### src/rtl/eth_pkg.sv
// Shared Ethernet definitions: frame-generator state encoding, frame-size limits
// and the MAC address type.
package eth_pkg;

    typedef enum logic [2:0] {
        IDLE    = 3'd0,
        HEADER  = 3'd1,
        PAYLOAD = 3'd2,
        GAP     = 3'd3,
        DONE    = 3'd4
    } tx_gen_state_t;

    localparam int ETH_HDR_LEN     = 14;
    localparam int ETH_MIN_PAYLOAD = 46;
    localparam int ETH_MAX_PAYLOAD = 1500;

    typedef logic [47:0] mac_addr_t;

endpackage

### src/rtl/eth_tx_frame_gen.sv
// AXI-stream Ethernet frame generator: 14-byte header plus counting payload, one byte/cycle.
// Define ETH_TX_GEN_SEQNUM_EN to replace payload bytes 0-1 with a per-run frame sequence number.
module eth_tx_frame_gen
    import eth_pkg::*;
#(
    parameter int          PAYLOAD_LEN = 46,
    parameter int          GAP_CYCLES  = 12,
    parameter mac_addr_t   DST_MAC     = 48'hFFFF_FFFF_FFFF,
    parameter mac_addr_t   SRC_MAC     = 48'h02_00_00_00_00_01,
    parameter logic [15:0] ETHERTYPE   = 16'h88B5
) (
    input  logic        i_clk,
    input  logic        i_reset,
    input  logic        i_enable,
    input  logic [15:0] i_frame_count,
    output logic [7:0]  m_axis_tdata,
    output logic        m_axis_tvalid,
    output logic        m_axis_tlast,
    input  logic        m_axis_trdy,
    output logic        o_busy,
    output logic        o_done,
    output logic [15:0] o_frames_sent
);

    localparam logic [10:0] PAY_START = 11'(ETH_HDR_LEN);
    localparam logic [10:0] LAST_IDX  = 11'(ETH_HDR_LEN + PAYLOAD_LEN - 1);
    localparam logic [15:0] GAP_LAST  = 16'(GAP_CYCLES - 1);

    tx_gen_state_t state;
    logic [10:0]   byte_cnt;
    logic [10:0]   load_idx;
    logic [7:0]    load_byte;
    logic [15:0]   gap_cnt;
    logic [15:0]   frame_target;
`ifdef ETH_TX_GEN_SEQNUM_EN
    logic [15:0]   seq_num;
`endif

    // Byte at frame offset idx (header region first, then the k[7:0] payload pattern).
    function automatic logic [7:0] frame_byte(input logic [10:0] idx);
        logic [7:0] b;
        b = 8'h00;
        if (idx >= PAY_START) begin
            b = idx[7:0] - 8'(ETH_HDR_LEN);
        end else begin
            case (idx[3:0])
                4'd0:    b = DST_MAC[47:40];
                4'd1:    b = DST_MAC[39:32];
                4'd2:    b = DST_MAC[31:24];
                4'd3:    b = DST_MAC[23:16];
                4'd4:    b = DST_MAC[15:8];
                4'd5:    b = DST_MAC[7:0];
                4'd6:    b = SRC_MAC[47:40];
                4'd7:    b = SRC_MAC[39:32];
                4'd8:    b = SRC_MAC[31:24];
                4'd9:    b = SRC_MAC[23:16];
                4'd10:   b = SRC_MAC[15:8];
                4'd11:   b = SRC_MAC[7:0];
                4'd12:   b = ETHERTYPE[15:8];
                4'd13:   b = ETHERTYPE[7:0];
                default: b = 8'h00;
            endcase
        end
        return b;
    endfunction

    // Offset of the byte to present next: restart at 0 out of GAP, else advance past an accepted byte.
    always_comb begin
        load_idx = 11'd0;
        if (state != GAP) begin
            load_idx = m_axis_tvalid ? byte_cnt + 11'd1 : byte_cnt;
        end
        load_byte = frame_byte(load_idx);
`ifdef ETH_TX_GEN_SEQNUM_EN
        if (load_idx == PAY_START) begin
            load_byte = seq_num[15:8];
        end else if (load_idx == PAY_START + 11'd1) begin
            load_byte = seq_num[7:0];
        end
`endif
    end

    always_ff @(posedge i_clk) begin
        if (i_reset) begin
            state         <= IDLE;
            byte_cnt      <= 11'd0;
            gap_cnt       <= 16'd0;
            frame_target  <= 16'd0;
            m_axis_tdata  <= 8'h00;
            m_axis_tvalid <= 1'b0;
            m_axis_tlast  <= 1'b0;
            o_busy        <= 1'b0;
            o_done        <= 1'b0;
            o_frames_sent <= 16'd0;
`ifdef ETH_TX_GEN_SEQNUM_EN
            seq_num       <= 16'd0;
`endif
        end else begin
            case (state)
                IDLE: begin
                    if (i_enable) begin
                        state         <= HEADER;
                        frame_target  <= i_frame_count;
                        o_frames_sent <= 16'd0;
                        byte_cnt      <= 11'd0;
                        o_busy        <= 1'b1;
`ifdef ETH_TX_GEN_SEQNUM_EN
                        seq_num       <= 16'd0;
`endif
                    end
                end

                HEADER, PAYLOAD: begin
                    // Output register only reloads when empty or its byte was accepted.
                    if (!m_axis_tvalid || m_axis_trdy) begin
                        if (m_axis_tvalid && m_axis_tlast) begin
                            m_axis_tvalid <= 1'b0;
                            m_axis_tlast  <= 1'b0;
                            o_frames_sent <= o_frames_sent + 16'd1;
                            gap_cnt       <= 16'd0;
                            state         <= GAP;
`ifdef ETH_TX_GEN_SEQNUM_EN
                            seq_num       <= seq_num + 16'd1;
`endif
                        end else begin
                            m_axis_tdata  <= load_byte;
                            m_axis_tvalid <= 1'b1;
                            m_axis_tlast  <= (load_idx == LAST_IDX);
                            byte_cnt      <= load_idx;
                            state         <= (load_idx >= PAY_START) ? PAYLOAD : HEADER;
                        end
                    end
                end

                GAP: begin
                    if (gap_cnt == GAP_LAST) begin
                        if (frame_target != 16'd0 && o_frames_sent == frame_target) begin
                            state  <= DONE;
                            o_busy <= 1'b0;
                            o_done <= 1'b1;
                        end else if (!i_enable) begin
                            state  <= IDLE;
                            o_busy <= 1'b0;
                        end else begin
                            // Preload byte 0 so the idle gap is exactly GAP_CYCLES long.
                            state         <= HEADER;
                            byte_cnt      <= load_idx;
                            m_axis_tdata  <= load_byte;
                            m_axis_tvalid <= 1'b1;
                            m_axis_tlast  <= (load_idx == LAST_IDX);
                        end
                    end else begin
                        gap_cnt <= gap_cnt + 16'd1;
                    end
                end

                DONE: begin
                    if (!i_enable) begin
                        state  <= IDLE;
                        o_done <= 1'b0;
                    end
                end

                default: state <= IDLE;
            endcase
        end
    end

endmodule

### config.mk
export PLATFORM = sky130hd
export DESIGN_NAME = eth_tx_frame_gen
export DESIGN_NICKNAME = d
export VERILOG_FILES = /design/src/rtl/eth_pkg.sv /design/src/rtl/eth_tx_frame_gen.sv
export SDC_FILE = /design/constraint.sdc
export NUM_CORES = 1
export LEC_CHECK = 0
export CAP_MARGIN = 40
export CORE_ASPECT_RATIO = 0.8
export CORE_MARGIN = 3
export CORE_UTILIZATION = 30
export DETAILED_ROUTE_END_ITERATION = 16
export GPL_ROUTABILITY_DRIVEN = 1
export GPL_TIMING_DRIVEN = 0
export PLACE_DENSITY = 0.53
export SYNTH_ARGS = -nofsm -noshare
export SYNTH_HDL_FRONTEND = slang
export SYNTH_SLANG_ARGS = --single-unit
export TNS_END_PERCENT = 10
### constraint.sdc
create_clock -name i_clk -period 4.75 [get_ports i_clk]
set_input_delay 0.7125 -clock i_clk [delete_from_list [all_inputs] [get_ports i_clk]]
set_output_delay 0.7125 -clock i_clk [all_outputs]
set_load 0.02 [all_outputs]
After elaboration in Yosys (flattened, before gate mapping):

Memory sizes are Yosys's and may differ from the RTL's.
Index checks and enable logic that the tools add are counted.

* bits in latches: 0
* bits in registers: 74
* bits of input ports: 20
* output and inout port bits: 28
* memory bits (read-only): 128
* memories kept: 1
* memory bits (writable): 0

Memory list
* (name not given): depth 16, bits a word 8, read ports 1, clocked after Yosys merged registers in 0, write ports 0, RTL line eth_tx_frame_gen.sv:46 `case (idx[3:0])`

* reductions and logical operators: 21
* add/subtract/negate cells: 4
* divide/modulo/power cells: 0
* bitwise gates (word level): 0
* shift-type cells: 0
* multipliers: 0
* equal/unequal tests: 19
* order comparisons: 1
* mux-type cells: 52

Operator list (number)
* 16-bit two-way mux: 6
* 11-bit two-way mux: 8
* 16-bit one-hot mux with 2 select lines: 2
* 8-bit two-way mux: 6
* 11-bit one-hot mux with 3 select lines: 1
* 16-bit by 1-bit adder with 16-bit output (second input constant): 2
* 2-bit inequality test (second input constant): 10
* 4-bit AND reduction: 5
* 16-bit == test: 1
* 16-bit by 4-bit == test with 1-bit output (second input constant): 1
* 1-bit two-way mux: 16
* 8-bit one-hot mux with 2 select lines: 1
* 16-bit nonzero test: 1
* 3-bit two-way mux: 5
* 3-bit one-hot mux with 4 select lines: 1
* 11-bit by 1-bit adder with 11-bit output (second input constant): 1
* 11-bit by 6-bit == test with 1-bit output (second input constant): 1
* 11-bit by 4-bit >= comparator with 1-bit output (second input constant): 1
* 1-bit one-hot mux with 2 select lines: 4
* 2-bit nonzero test: 4
* 8-bit by 4-bit subtractor with 8-bit output (second input constant): 1
* 7-bit AND reduction: 1
* 3-bit by 2-bit == test with 1-bit output (second input constant): 2
* 6-bit AND reduction: 1
* 13 further kinds: 15

Longest topological paths before layout:

Gate-level depths: netlist of run 1.

* word-level depth: 9
* depth in mapped cells: 14
* depth with buffers taken out: 12

Least setup slack after synthesis of run 1:

OpenSTA, ideal clock, no wires.

* path type: reg2reg
* start point: reg m_axis_tvalid
* end point: reg m_axis_tdata[5]
* setup slack: 1.699 ns
* setup time: 0.132 ns
* clock period less this slack: 3.051 ns
* data required time: 4.618 ns
* arrival: 2.919 ns
* cell stages (with the launch flop): 15
* path through: dfxtp_1 > buf_2 > buf_2 > nand2_1 > xor2_1 > nor2_1 > ha_1 > a211o_1 > or3_1 > nand3_1 > o2bb2ai_1 > or3_1 > clkbuf_2 > o211ai_1 > a21oi_1

* word-level cells in the longest chain between the ends: 8
* elaborated cells on any way between the ends: 18
* those cells by class: 1 x add/sub; 1 x order compare; 2 x eq/ne; 9 x mux; 4 x reduce/logical; 1 x memory

RTL lines
* from (decl): RTL line eth_tx_frame_gen.sv:17 `output logic m_axis_tvalid,`
* from (signal assigned): RTL line eth_tx_frame_gen.sv:90 `m_axis_tvalid <= 1'b0;`
* from (signal assigned): RTL line eth_tx_frame_gen.sv:117 `m_axis_tvalid <= 1'b0;`
* from (signal assigned): RTL line eth_tx_frame_gen.sv:127 `m_axis_tvalid <= 1'b1;`
* 11-bit two-way mux: RTL line eth_tx_frame_gen.sv:71 `load_idx = m_axis_tvalid ? byte_cnt + 11'd1 : byte_cnt;`
* 11-bit two-way mux: RTL line eth_tx_frame_gen.sv:70 `if (state != GAP) begin`
* 11-bit by 4-bit >= comparator with 1-bit output (tied with other cells): RTL line eth_tx_frame_gen.sv:43 `if (idx >= PAY_START) begin`
* 8-bit two-way mux: RTL line eth_tx_frame_gen.sv:43
* 8-bit two-way mux: RTL line eth_tx_frame_gen.sv:141 `end else if (!i_enable) begin`
* 8-bit two-way mux: RTL line eth_tx_frame_gen.sv:137 `if (frame_target != 16'd0 && o_frames_sent == frame_target) begin`
* 8-bit two-way mux: RTL line eth_tx_frame_gen.sv:136 `if (gap_cnt == GAP_LAST) begin`
* 8-bit one-hot mux with 2 select lines: RTL line eth_tx_frame_gen.sv:99 `case (state)`
* to (signal assigned): RTL line eth_tx_frame_gen.sv:126 `m_axis_tdata <= load_byte;`
* to (signal assigned): RTL line eth_tx_frame_gen.sv:148 `m_axis_tdata <= load_byte;`
* to (decl): RTL line eth_tx_frame_gen.sv:16 `output logic [7:0] m_axis_tdata,`

Parallel ways exist; a longest one is shown, timed or not. The select of a mux whose other input is x is not followed.
A chain may end at the register's enable or synchronous reset.

Final worst setup path of run 1:

* start point: reg state[1]
* end point: reg m_axis_tdata[0]

* word-level cells in the longest chain between the ends: 8
* elaborated cells on any way between the ends: 23
* those cells by class: 1 x add/sub; 1 x order compare; 9 x eq/ne; 8 x mux; 3 x reduce/logical; 1 x memory

RTL lines
* from (decl): RTL line eth_tx_frame_gen.sv:29 `tx_gen_state_t state;`
* from (signal assigned): RTL line eth_tx_frame_gen.sv:130 `state <= (load_idx >= PAY_START) ? PAYLOAD : HEADER;`
* 3-bit by 2-bit inequality test with 1-bit output: RTL line eth_tx_frame_gen.sv:70
* 11-bit two-way mux: RTL line eth_tx_frame_gen.sv:70
* 11-bit by 4-bit >= comparator with 1-bit output (tied with other cells): RTL line eth_tx_frame_gen.sv:43
* 8-bit two-way mux: RTL line eth_tx_frame_gen.sv:43
* 8-bit two-way mux: RTL line eth_tx_frame_gen.sv:141
* 8-bit two-way mux: RTL line eth_tx_frame_gen.sv:137
* 8-bit two-way mux: RTL line eth_tx_frame_gen.sv:136
* 8-bit one-hot mux with 2 select lines: RTL line eth_tx_frame_gen.sv:99

Parallel ways exist; a longest one is shown, timed or not. The select of a mux whose other input is x is not followed.

==> impl_metrics.json, run 1 <==
{
  "core_area_mm2": 0.01315,
  "gr-total-overflow": 0,
  "syn-num-nets": 547,
  "postCtsSetupRepairBufs": 0,
  "drt-total-wl_um": 11430,
  "synth_fa_ha_area_frac": 0.01520,
  "num_antenna_cells": 0,
  "start_util": 0.3131,
  "die_w_um": 137.0,
  "synth_top_family_by_area": "simple AND/OR/NAND/NOR gates",
  "io_buffers": 46,
  "setup_viol": 0,
  "cts_resized": 0,
  "dieArea_mm2": 0.01517,
  "place_area_mm2": 0.004796,
  "syn2layout_area_growth_pct": 25.41,
  "dr.pass1.iters": 5,
  "avgRoutedWirePerCell_um": 15.06,
  "synth_area_per_cell_um2": 7.886,
  "hold_violations": 0,
  "via_per_inst": 5.235,
  "netlist-cell-type-count": 62,
  "htreeDepth": 3,
  "relSlewSlack": 0.5733,
  "design_area_mm2": 0.005162,
  "min_period_over_period": 0.7512,
  "syn_inst": 522,
  "ant_nets": 0,
  "finalNetCount": 604,
  "synth_edf_count": 0,
  "gp_congestion": 0.8662,
  "yosys_most_used_dff": "dfxtp_1",
  "crit_fanout": 10,
  "arrival_ns": 3.79,
  "r2r-end": "m_axis_tdata[0]",
  "skew_ns": 0.009342,
  "die_h_um": 110.8,
  "rr_startpoint": "state[1]",
  "vias": 3973,
  "slew_violations": 0,
  "crit_path_start_kind": "register",
  "drc_errors": 0,
  "outcome": "complete, no violations",
  "leakage_nw": 1.892,
  "ys_ff_latch": 74,
  "drt_iter0_markers": 348,
  "crit_required_ns": 4.97,
  "cts_tree": "yes",
  "dpl.hpwl_um": 8570,
  "reg2reg_depth": 13,
  "yosysSeqAreaShare": 0.3599,
  "synth_xor_area_frac": 0.1085,
  "crit_path_end_kind": "register",
  "cts_num_sinks": 74,
  "synthMuxAreaShare": 0.01459,
  "synth_compound_area_frac": 0.1596,
  "grt_pass1_vias": 3723,
  "cts_buffers": 9,
  "ios": 48,
  "rsz0062_at_grt": "false",
  "min_period_ns": 3.568,
  "antenna_found_initial": 0,
  "clk_path_buf_depth": 2,
  "syn_area_mm2": 0.004116,
  "clk_pin_slew_ns": 0.06,
  "ys.warnings.count": 0,
  "holdBufCountCts": 0,
  "grt_pass1_wl_um": 18930,
  "ys_async_sr_fraction": 0,
  "max_freq_mhz": 280.3,
  "worst-setup-path-type": "reg2reg",
  "root_buffer": "clkbuf_16",
  "hold_path.class": "reg2reg",
  "crit_end": "m_axis_tdata[0]",
  "startpoint": "state[1]",
  "grt_max_degree": 14,
  "row_count": 37,
  "synth-simple-area-share": 0.2967,
  "worst_pin_slew_ns": 0.6333,
  "ir_drop_mv": 0.2716,
  "track_usage": 0.1535,
  "drive_gt1_frac": 0.07534,
  "tns_ns": 0,
  "worstSkewPairLatency_ns": 0.34,
  "ff2ff_setup_slack_ns": 1.18,
  "cap_violations": 0,
  "power_density_mw_per_mm2": 418.5
}
## sequential cells by signal (all words and copies together), names as in the netlist
| name | flops |
|---|---|
| m_axis_tvalid | 1 |
| frame_target | 16 |
| state | 3 |
| o_done | 1 |
| m_axis_tlast | 1 |
| gap_cnt | 16 |
| byte_cnt | 11 |
| m_axis_tdata | 8 |
| o_frames_sent | 16 |
| o_busy | 1 |
## cells in the mapped netlist (2+ instances only)
cell type,n,area share
nand2_1,76,0.069
dfxtp_1,74,0.36
nor2_1,58,0.053
a21oi_1,42,0.051
xor2_1,40,0.085
clkbuf_1,21,0.019
nand3_1,16,0.019
nand4_1,16,0.024
o21ai_0,13,0.016
or3_1,13,0.020
xnor2_1,11,0.023
buf_2,10,0.012
inv_1,10,0.0091
nor3_1,10,0.012
nor4_1,10,0.015
mux2i_1,6,0.015
and4_1,5,0.011
ha_1,5,0.015
o211ai_1,5,0.0091
a211oi_1,4,0.0073
and3_1,4,0.0061
o21a_1,4,0.0073
o22ai_1,4,0.0061
o31ai_1,4,0.0073
or2_2,4,0.0061
a211o_1,3,0.0064
nand2b_1,3,0.0046
nand3b_1,3,0.0055
o2bb2ai_1,3,0.0064
or4_1,3,0.0055
a2111oi_0,2,0.0043
a22o_1,2,0.0043
a22oi_1,2,0.0036
a32oi_1,2,0.0043
and2_1,2,0.0030
clkbuf_2,2,0.0024
nand4_2,2,0.0061
o2111ai_1,2,0.0043
o21bai_1,2,0.0036
o32ai_1,2,0.0043
## placed cells by master (no fill, tap or decap), drive strengths merged, types with 3 or more instances in the layout
cell type,instances
nand2b,3
o2bb2ai,3
xnor2,11
ha,5
or3,13
nand2,76
a21oi,42
nand3,16
nand3b,3
or2,4
a211oi,4
o21ai,14
mux2i,6
inv,10
buf,11
o211ai,5
clkdlybuf4s50,46
xor2,40
clkbuf,32
a211o,3
o21a,4
dfxtp,74
nand4,18
nor2,58
and4,5
nor4b,3
nor4,11
bufinv,4
or4,4
o31ai,4
and3,4
nor3,11
o22ai,4
## metrics by stage
| step | power [mW] | setup slack (ns) | hold WS [ns] | std cells | util |
|---|---|---|---|---|---|
| CTS | 2.176 | 1.241 | 0.4622 | 759 | 0.3927 |
| floorplan | 1.122 | 1.699 | 0.4406 | 522 | - |
| global placement | 1.330 | 1.273 | 0.4471 | 743 | 0.3648 |
| global route | 2.266 | 1.010 | 0.4804 | 759 | 0.3927 |
| detailed placement | 1.331 | 1.266 | 0.4507 | 743 | 0.3648 |
| finish | 2.160 | 1.182 | 0.4595 | 759 | 0.3927 |
## power breakdown
part | total, mW | switching, mW | internal, mW
clock network | 0.835 | 0.269 | 0.566
logic | 0.591 | 0.358 | 0.233
registers | 0.734 | 0.0482 | 0.686
total | 2.16 | 0.675 | 1.49
## kinds of logic after synthesis
kind of cell | after synthesis
and+or+nand+nor | 239
AOI/OAI and AO/OA | 103
buffers and inverters | 44
adders and majority gates | 5
xor gates and xnor gates | 51
muxes | 6
DFF | 74
## worst max-delay path, stage by stage (launching register included)
cell and delay (ns):
dfxtp_1 0.31, buf_2 0.17, and3b_1 0.17, clkbuf_1 0.30
buf_2 0.29, nor2_1 0.12, ha_1 0.33, a211o_1 0.25
or3_1 0.30, nand3_1 0.17, o2bb2ai_1 0.15, nor3_2 0.38
a2111oi_0 0.21, a211o_1 0.30
## worst min path at each step
stage / startpoint / to / cells past startpoint
after floorplan: byte_cnt[10] / byte_cnt[10] / 2
after global placement: m_axis_tdata[5] / m_axis_tdata[5] / 2
after detailed placement: m_axis_tdata[3] / m_axis_tdata[3] / 1
after CTS: m_axis_tdata[5] / m_axis_tdata[5] / 2
after global routing: m_axis_tdata[5] / m_axis_tdata[5] / 2
final: m_axis_tdata[5] / m_axis_tdata[5] / 2
## layer usage
metal  GRT usage  share of wire  vias up
met4     0.04588          0.016        0
met3     0.04401          0.074       22
met1      0.2170           0.49     1854
met2      0.2251           0.42      134
met5           0              0        -
li1            -              -     1963
## layout make-up
class | count | area, um2
flip-flops and latches | 74 | 1481
inverters | 10 | 37.54
plain buffers | 34 | 150.1
fillers | 1364 | 7985
well taps | 175 | 219.0
repair buffers | 46 | 460.4
multi-input cells | 404 | 2447
clock inverters | 7 | 141.4
clock buffers | 9 | 225.2
Note: power is estimated with default switching activity, not from simulation.
==> run 2, diff against run 1 <==
--- a/config.mk
+++ b/config.mk
@@ -12,7 +12,7 @@
 export DETAILED_ROUTE_END_ITERATION = 16
 export GPL_ROUTABILITY_DRIVEN = 1
 export GPL_TIMING_DRIVEN = 0
-export PLACE_DENSITY = 0.53
+export PLACE_DENSITY = 0.55
 export SYNTH_ARGS = -nofsm -noshare
 export SYNTH_HDL_FRONTEND = slang
 export SYNTH_SLANG_ARGS = --single-unit
==> constraint.sdc (replaced) <==
create_clock -name i_clk -period 3.1 [get_ports i_clk]
set_input_delay 0.465 -clock i_clk [delete_from_list [all_inputs] [get_ports i_clk]]
set_output_delay 0.465 -clock i_clk [all_outputs]
set_load 0.02 [all_outputs]
==> run 2 against run 1 <==
Compared with the run above:
- register-to-register slack lost 1.0 ns
- clock power up 27%
- maximum frequency up 20%
- critical path depth up 1
- combinational power is 56% higher
- hold slack worse by 0.0050 ns
- largest cell class unchanged
- design area increased by 0.29%
- final cell count stayed put
- first-iteration DRC count increased by 0.57%
- highest routed layer unchanged
==> impl_metrics.json, run 2 (synthesis results as in run 1) <==
{
  "outcome": "complete, no violations",
  "crit_path_start_kind": "register",
  "grt_pass1_vias": 3777,
  "critPathBufInv": 2,
  "ir_drop_mv": 0.3229,
  "gr-total-overflow": 0,
  "worst_pin_slew_ns": 0.6607,
  "rsz0062_at_grt": "true",
  "final_cell_mix": "nand2_1, dfxtp_1, nor2_1, clkdlybuf4s50_1, a21oi_1",
  "io_buffers": 46,
  "critPathMaxStageDelay_ns": 0.32,
  "dpl.hpwl_um": 8428,
  "grt_max_degree": 15,
  "design_area_mm2": 0.005177,
  "cp_top_family": "simple AND/OR/NAND/NOR gates",
  "via_per_inst": 5.220,
  "cts_tree": "yes",
  "r2r-end": "m_axis_tdata[5]",
  "drt_iter0_markers": 350,
  "finalNetCount": 604,
  "cts_num_sinks": 74,
  "fin_util": 0.3938,
  "skew_ns": 0.004818,
  "crit_required_ns": 3.30,
  "relSlewSlack": 0.5565,
  "crit_fanout": 9,
  "syn2layout_area_growth_pct": 25.78,
  "die_w_um": 137.0,
  "min_period_over_period": 0.9569,
  "path_cells": "ha_1 > clkbuf_4 > nand2_1 > xor2_2 > nor2_1 > ha_4 > a211o_1 > or3_1 > nand3_2 > o2bb2ai_4 > or3_1 > clkbuf_2 > o211ai_1 > a21oi_1",
  "hold-worst-slack_ns": 0.4545,
  "hold_path.class": "reg2reg",
  "drive_gt1_frac": 0.09075,
  "clkPwrFrac": 0.340,
  "die_h_um": 110.8,
  "start_util": 0.3131,
  "worst-setup-path-type": "reg2reg",
  "clk_pin_slew_ns": 0.06,
  "min_path_cells": 2,
  "crit_path_frequent_cell": "or3_1",
  "gp_congestion": 0.8649,
  "antenna_found_initial": 0,
  "drc_errors": 0,
  "hp-start": "m_axis_tdata[2]",
  "grt_pass1_wl_um": 19180,
  "htreeDepth": 3,
  "arrival_ns": 3.16,
  "max_freq_mhz": 337.1,
  "swShare": 0.3416,
  "power_switching_mw": 1.062,
  "power_density_mw_per_mm2": 600.7,
  "ios": 48,
  "cts_buffers": 9,
  "core_area_mm2": 0.01315,
  "sequentialPowerShare": 0.363,
  "root_buffer": "clkbuf_16",
  "min_period_ns": 2.966,
  "place_area_mm2": 0.004796,
  "slew_violations": 0,
  "p_total_mw": 3.110,
  "leakage_nw": 1.878,
  "crit_path_end_kind": "register",
  "dieArea_mm2": 0.01517,
  "cap_violations": 0,
  "rr_startpoint": "byte_cnt[0]",
  "hold_violations": 0,
  "setup_viol": 0,
  "ff2ff_setup_slack_ns": 0.13,
  "top_regs": "frame_target: 16 flops, gap_cnt: 16 flops, o_frames_sent: 16 flops",
  "layout_commonest_cell": "nand2_1",
  "cpMaxStageDelayCell": "dfxtp_1",
  "vias": 3962,
  "worstSkewPairLatency_ns": 0.34,
  "hold_end": "m_axis_tdata[2]",
  "drt-total-wl_um": 11400,
  "num_antenna_cells": 0,
  "clk_path_buf_depth": 2,
  "avgRoutedWirePerCell_um": 15.03,
  "dr.pass1.iters": 4,
  "internal_power_mw": 2.048,
  "row_count": 37,
  "comb_power_share": 0.297,
  "ant_nets": 0,
  "track_usage": 0.1551,
  "reg2reg_depth": 14
}
## run 2: changes by cell type in the layout (fill, tap and decap cells not counted), moves of 2 or more
cell | previous run | this run
buf_2 | 10 | 6
buf_4 | 0 | 4
bufinv_16 | 4 | 1
clkbuf_1 | 21 | 19
clkinv_4 | 1 | 3
## run 2: repair_timing
action	4_1_cts	5_1_grt
endpoints found under the setup margin	10	9
pin swaps	0	2
hold buffers	0	0
gates resized for setup	7	9
gates cloned	0	0
setup buffers	2	0
## run 2: power by group through the flow
stage	clock, mW	combinational, mW	sequential (mW)
after floorplan	0	0.519	1.20
after global placement	0	0.892	1.15
after detailed placement	0	0.894	1.15
after CTS	1.08	0.907	1.13
after global routing	1.13	1.01	1.14
final	1.06	0.924	1.13
## run 2: layout make-up
type                       instances  area [um2]
sequential                        74        1481
timing repair buffer              48       475.5
buffer                            32       156.4
tap                              175       219.0
inverter                          10       37.54
clock buffer                       9       225.2
fill                            1329        7970
clock inverter                     7       77.57
multi-input combinational        404        2505
## run 2: worst register-to-register path: stages (launching register included)
cell and delay, ns:
dfxtp_1 0.32, ha_1 0.19, clkbuf_4 0.18, nand2_1 0.12, xor2_2 0.18, nor2_1 0.09, ha_4 0.19, a211o_1 0.22
or3_1 0.32, nand3_2 0.14, o2bb2ai_4 0.10, or3_1 0.31, clkbuf_2 0.18, o211ai_1 0.22, a21oi_1 0.09
## run 2: how the worst max path moves through the flow
stage	start	endpoint	slack [ns]	depth (start not counted)
floorplan	m_axis_tvalid	m_axis_tdata[5]	0.05	14
global placement	state[1]	m_axis_tdata[0]	-0.38	13
detailed placement	state[1]	m_axis_tdata[0]	-0.36	13
CTS	byte_cnt[0]	m_axis_tdata[2]	0.003	12
global route	byte_cnt[0]	m_axis_tdata[2]	-0.02	14
finish	byte_cnt[0]	m_axis_tdata[5]	0.13	14
## run 2: routing by layer
metal | track usage | routed length, um
met1 | 0.2221 | 5647
met2 | 0.2290 | 4848
met3 | 0.04129 | 718
met4 | 0.04122 | 189
met5 | 0 | 0
## run 2: per-stage QoR
| step | instances | worst slack [ns] | TNS (ns) |
|---|---|---|---|
| after floorplan | 522 | 0.04909 | 0 |
| after global placement | 743 | -0.3827 | -2.609 |
| after detailed placement | 743 | -0.3572 | -2.554 |
| after CTS | 760 | 0.002588 | 0 |
| after global routing | 759 | -0.02252 | -0.02285 |
| final | 759 | 0.1337 | 0 |
